==> config.mk <==
export PLATFORM = sky130hd
export DESIGN_NAME = bpm_converter
export DESIGN_NICKNAME = d
export VERILOG_FILES = /design/src/rtl/bpm_converter.sv
export SDC_FILE = /design/constraint.sdc
export NUM_CORES = 1
export LEC_CHECK = 0
export BUFFER_PORTS_ARGS = -buffer_cell sky130_fd_sc_hd__buf_2
export CAP_MARGIN = 20
export CORE_MARGIN = 1.5
export CORE_UTILIZATION = 30
export CTS_BUF_LIST = sky130_fd_sc_hd__clkbuf_8
export DETAILED_ROUTE_END_ITERATION = 7
export PLACE_DENSITY = 0.55
export SLEW_MARGIN = 20
export SYNTH_ARGS = -nofsm -noshare
export SYNTH_HDL_FRONTEND = slang
export SYNTH_SLANG_ARGS = --single-unit
==> constraint.sdc <==
create_clock -name clk -period 10.1 [get_ports clk]
set_input_delay 1.515 -clock clk [delete_from_list [all_inputs] [get_ports clk]]
set_output_delay 1.515 -clock clk [all_outputs]
set_load 0.1 [all_outputs]
==> src/rtl/bpm_converter.sv <==
// Heart-rate converter: RR interval in ticks -> rounded, clamped beats per minute.
// A radix-2 restoring divider produces one quotient bit per clock.
module bpm_converter #(
  parameter int SAMPLE_RATE = 250,
  parameter int MIN_BPM     = 30,
  parameter int MAX_BPM     = 220
) (
  input  logic        clk,
  input  logic        rst,
  input  logic [31:0] avg_interval,
  input  logic        interval_valid,
  output logic [15:0] bpm,
  output logic        bpm_valid,
  output logic        busy,
  output logic        err_range
);

  localparam logic [31:0] TICKS_PER_MIN = 32'(60 * SAMPLE_RATE);
  localparam logic [31:0] MIN_Q = 32'(MIN_BPM);
  localparam logic [31:0] MAX_Q = 32'(MAX_BPM);

  typedef enum logic [1:0] {IDLE, DIV, DONE} state_t;

  state_t      state;
  logic        iv_q;
  logic [31:0] divisor;
  logic [31:0] dividend;
  logic [32:0] rem;
  logic [31:0] quot;
  logic [4:0]  cnt;

  logic        start;
  logic [33:0] rem_sh;
  logic [32:0] rem_sub;
  logic        q_bit;

  assign start   = interval_valid & ~iv_q;
  assign rem_sh  = {rem, dividend[cnt]};
  assign q_bit   = rem_sh >= {2'b00, divisor};
  assign rem_sub = rem_sh[32:0] - {1'b0, divisor};

  always_ff @(posedge clk or posedge rst) begin
    if (rst) begin
      state     <= IDLE;
      iv_q      <= 1'b0;
      divisor   <= '0;
      dividend  <= '0;
      rem       <= '0;
      quot      <= '0;
      cnt       <= '0;
      bpm       <= '0;
      bpm_valid <= 1'b0;
      busy      <= 1'b0;
      err_range <= 1'b0;
    end else begin
      iv_q      <= interval_valid;
      bpm_valid <= 1'b0;
      unique case (state)
        IDLE: begin
          if (start) begin
            if (avg_interval == '0) begin
              bpm       <= '0;
              err_range <= 1'b1;
              bpm_valid <= 1'b1;
            end else begin
              // Adding half the divisor rounds the quotient to nearest.
              divisor  <= avg_interval;
              dividend <= TICKS_PER_MIN + (avg_interval >> 1);
              rem      <= '0;
              quot     <= '0;
              cnt      <= 5'd31;
              busy     <= 1'b1;
              state    <= DIV;
            end
          end
        end
        DIV: begin
          rem  <= q_bit ? rem_sub : rem_sh[32:0];
          quot <= {quot[30:0], q_bit};
          cnt  <= cnt - 5'd1;
          if (cnt == 5'd0)
            state <= DONE;
        end
        DONE: begin
          if (quot < MIN_Q) begin
            bpm       <= MIN_Q[15:0];
            err_range <= 1'b1;
          end else if (quot > MAX_Q) begin
            bpm       <= MAX_Q[15:0];
            err_range <= 1'b1;
          end else begin
            bpm       <= quot[15:0];
            err_range <= 1'b0;
          end
          bpm_valid <= 1'b1;
          busy      <= 1'b0;
          state     <= IDLE;
        end
        default: state <= IDLE;
      endcase
    end
  end

endmodule

==> results.md <==
- Top FF cell, synth: dfrtp_1
- CTS sink count: 153
- Cell Area, Synth: 8741 sq um
- Placed Instances: 1332
- FMAX: 214.6 MHz
- DRT iter0 DRCs: 496
- Gr ovfl total: 0
- Netlist cell types: 67
- WL per Instance: 15.70 um
- Synth top area share: 0.4380
- N_diodes: 0
- CORE AREA: 28700 sq um
- Fin crit share: 0.4613
- Max FO, Critical Path: 12
- Async S/R FF share, synth: 1.000
- Slowest CP cell: dfrtp_1
- Design area: 9796 sq um
- Final ANT Viol Nets: 0
- Post-synth top area cell: dfrtp_1
- Max clock buf depth: 2
- GRT Total Usage: 0.1480
- # setup viols final: 0
- Setup ws final: 5.441 ns
- CTS root buffer: clkbuf_8
- Stages on worst setup path: 14
- Worst Clk Skew: 0.01646 ns
- Drt first pass iters: 6
- CTS buffer count: 17
- Reg-to-reg critical path startpoint: cnt[0]
- Most frequent cells in the layout: 160 x nand2_1, 153 x dfrtp_1, 113 x o21ai_0
- Most frequent cell on the critical path: mux4_2
- CP Cell Sequence: mux4_2, mux4_2, mux2i_1, ha_1, fa_1, nor2b_4, o31a_1, o311ai_4, nand3_2, nand2_2, a21bo_1, a31o_1, or2b_1, a32o_1
- Resized Gates After CTS: 0
- Die area: 30170 sq um
- Vias in the first global route: 6587
- Routed WL: 21410 um
- Routed vias: 6763
- CTS tree: done
- Hold Path Class: reg2reg
- HPWL Detailed: 15370 um
- Max_slew headroom: 0.4874
- WS Path Type: reg2reg
- Minimum clock period: 4.659 ns
- RSZ-0062 raised after global routing: false
- First-pass GRT wire length: 35410 um
- Row count: 62
- Initial antenna violation count: 1
- # Post-CTS Setup Buffers: 0
- Critical path buffers and inverters: 0
- Maxcap violations: 0
- Htree depth: 4
- CP Launch Type: register
- Setup slack, reg-to-reg: 5.44 ns
- Pins Over Slew Limit: 0
- I/O pin cnt: 54
- Share of layout cells above drive strength 1: 0.1571
- Final hold violations: 0
- Hold_sp: bpm[6]
- Clock latency on the worst-skew pair: 0.47 ns
- Die Y-Extent: 173.7 um
- Syn Area/Cell: 9.419 sq um
- Finished Layout Cells: 1364
- Port bufs: 53
- Slowest stage delay, CP: 0.71 ns
- EDFF count, synth: 0
- Syn-to-layout area delta: 12.07%
- Sum Neg Setup Slack: 0 ns
- Worst Max-Slew Pin Slew: 0.7690 ns
- Hold buffer count at cts: 0
- Syn nets: 1000
- Final net count: 1039
- End of the worst hold path: bpm[6]
- FF+latch count, synth: 153
- Placed Area: 9407 sq um
- Worst hold path depth: 2
- Status: finished clean
- # DRC: 0
- Post-Syn Instances: 928
- Detail-routed via count per cell: 4.958
- Synth top area cells: dfrtp_1 44%, nand2_1 6.9%, o21ai_0 6.5%
- Yosys warns: 0
- Most common cell after layout, fill and taps aside: nand2_1
- Worst Path Required: 10.45 ns
- # fillers: 2966
- Initial Utilization: 0.3045
- Setup slack after placement: 5.410 ns
- Delay-heaviest family, CP: compound AO/OA/AOI/OAI gates
- Worst R2R End: rem[28]
- Largest net degree at the start of global routing: 84
- CTS clk-pin slew, worst paths: 0.09 ns
- Critical Path AT: 5.01 ns
- GP Congestion: 0.8632
- Critical Path End Type: register
- Worst r2r path cells: 14
- Chip width: 173.7 um
- Sequential fraction of the synthesis area: 0.4380
-- flip-flops by register name, indices dropped and copies added, names as in the netlist --
signal,flops
iv_q,1
rem,33
divisor,32
quot,32
state,2
bpm_valid,1
cnt,5
busy,1
err_range,1
bpm,16
dividend,29
-- metal layers --
layer | vias up | share of wire | track usage
met3 | 12 | 0.031 | 0.03048
met1 | 3312 | 0.51 | 0.2092
met5 | - | 0 | 0
met4 | 0 | 0.011 | 0.04059
met2 | 121 | 0.45 | 0.2293
li1 | 3318 | - | -
-- area by class of cell --
| cell class | count | area, sq um | area share |
|---|---|---|---|
| Sequential cell | 153 | 3829 | 0.3909 |
| Tap cell | 384 | 480.5 | 0.04905 |
| Inverter | 49 | 188.9 | 0.01929 |
| Clock inverter | 15 | 151.4 | 0.01546 |
| Multi-Input combinational cell | 685 | 4583 | 0.4679 |
| Clock buffer | 17 | 234.0 | 0.02389 |
| Timing Repair Buffer | 61 | 329.1 | 0.03359 |
-- logic make-up (layout without fill, tap and decap cells) --
kind of cell             count (synthesis)  in the layout  synth area share
AO/OA/AOI/OAI                          227            227            0.1567
flip-flops                             153            153            0.4380
AND/OR/NAND/NOR                        305            305            0.1656
XOR/XNOR                                53             53           0.05311
multiplexers                            63             63           0.09018
adder cells (fa/ha/maj)                 37             37           0.05382
buffers and inverters                   90            142           0.04251
-- worst max-delay path by stage --
stage / slack, ns / startpoint / to
after detailed placement: 5.41 / cnt[0] / rem[28]
after global routing: 5.12 / cnt[0] / rem[28]
final: 5.44 / cnt[0] / rem[28]
after CTS: 5.38 / cnt[0] / rem[28]
after floorplan: 4.46 / rst / bpm[0]
after global placement: 5.57 / cnt[0] / rem[28]
-- cells in the mapped netlist, types with 8 or more instances --
cell and n:
nand2_1 160, dfrtp_1 153, o21ai_0 113, inv_1 49, a21oi_1 37, nor2_1 37, ha_1 36, clkbuf_1 31
xor2_1 30, mux2i_1 27, mux2_2 26, xnor2_1 23, a21o_1 21, nand3_1 15, nor4_1 14, and2_1 12
nand4_1 11, mux4_2 10, nor3_1 10, and3_1 8, nand2b_1 8
-- through the flow --
| stage | hold slack, ns | utilization |
|---|---|---|
| after floorplan | 0.4446 | - |
| after global placement | 0.4587 | 0.3276 |
| after detailed placement | 0.4654 | 0.3277 |
| after CTS | 0.4885 | 0.3412 |
| after global routing | 0.5021 | 0.3413 |
| final | 0.4797 | 0.3413 |
-- worst reg2reg max path: cells and delay by family, from the launching register on --
kind,cells,cell delay (ns)
mux,3,1.34
simple gates,4,0.59
flops,1,0.71
compound gates,5,1.42
fa+ha+maj,2,0.51
Power is not shown: default switching activity piles up to over one toggle a cycle in this logic, so the estimate is an artifact.
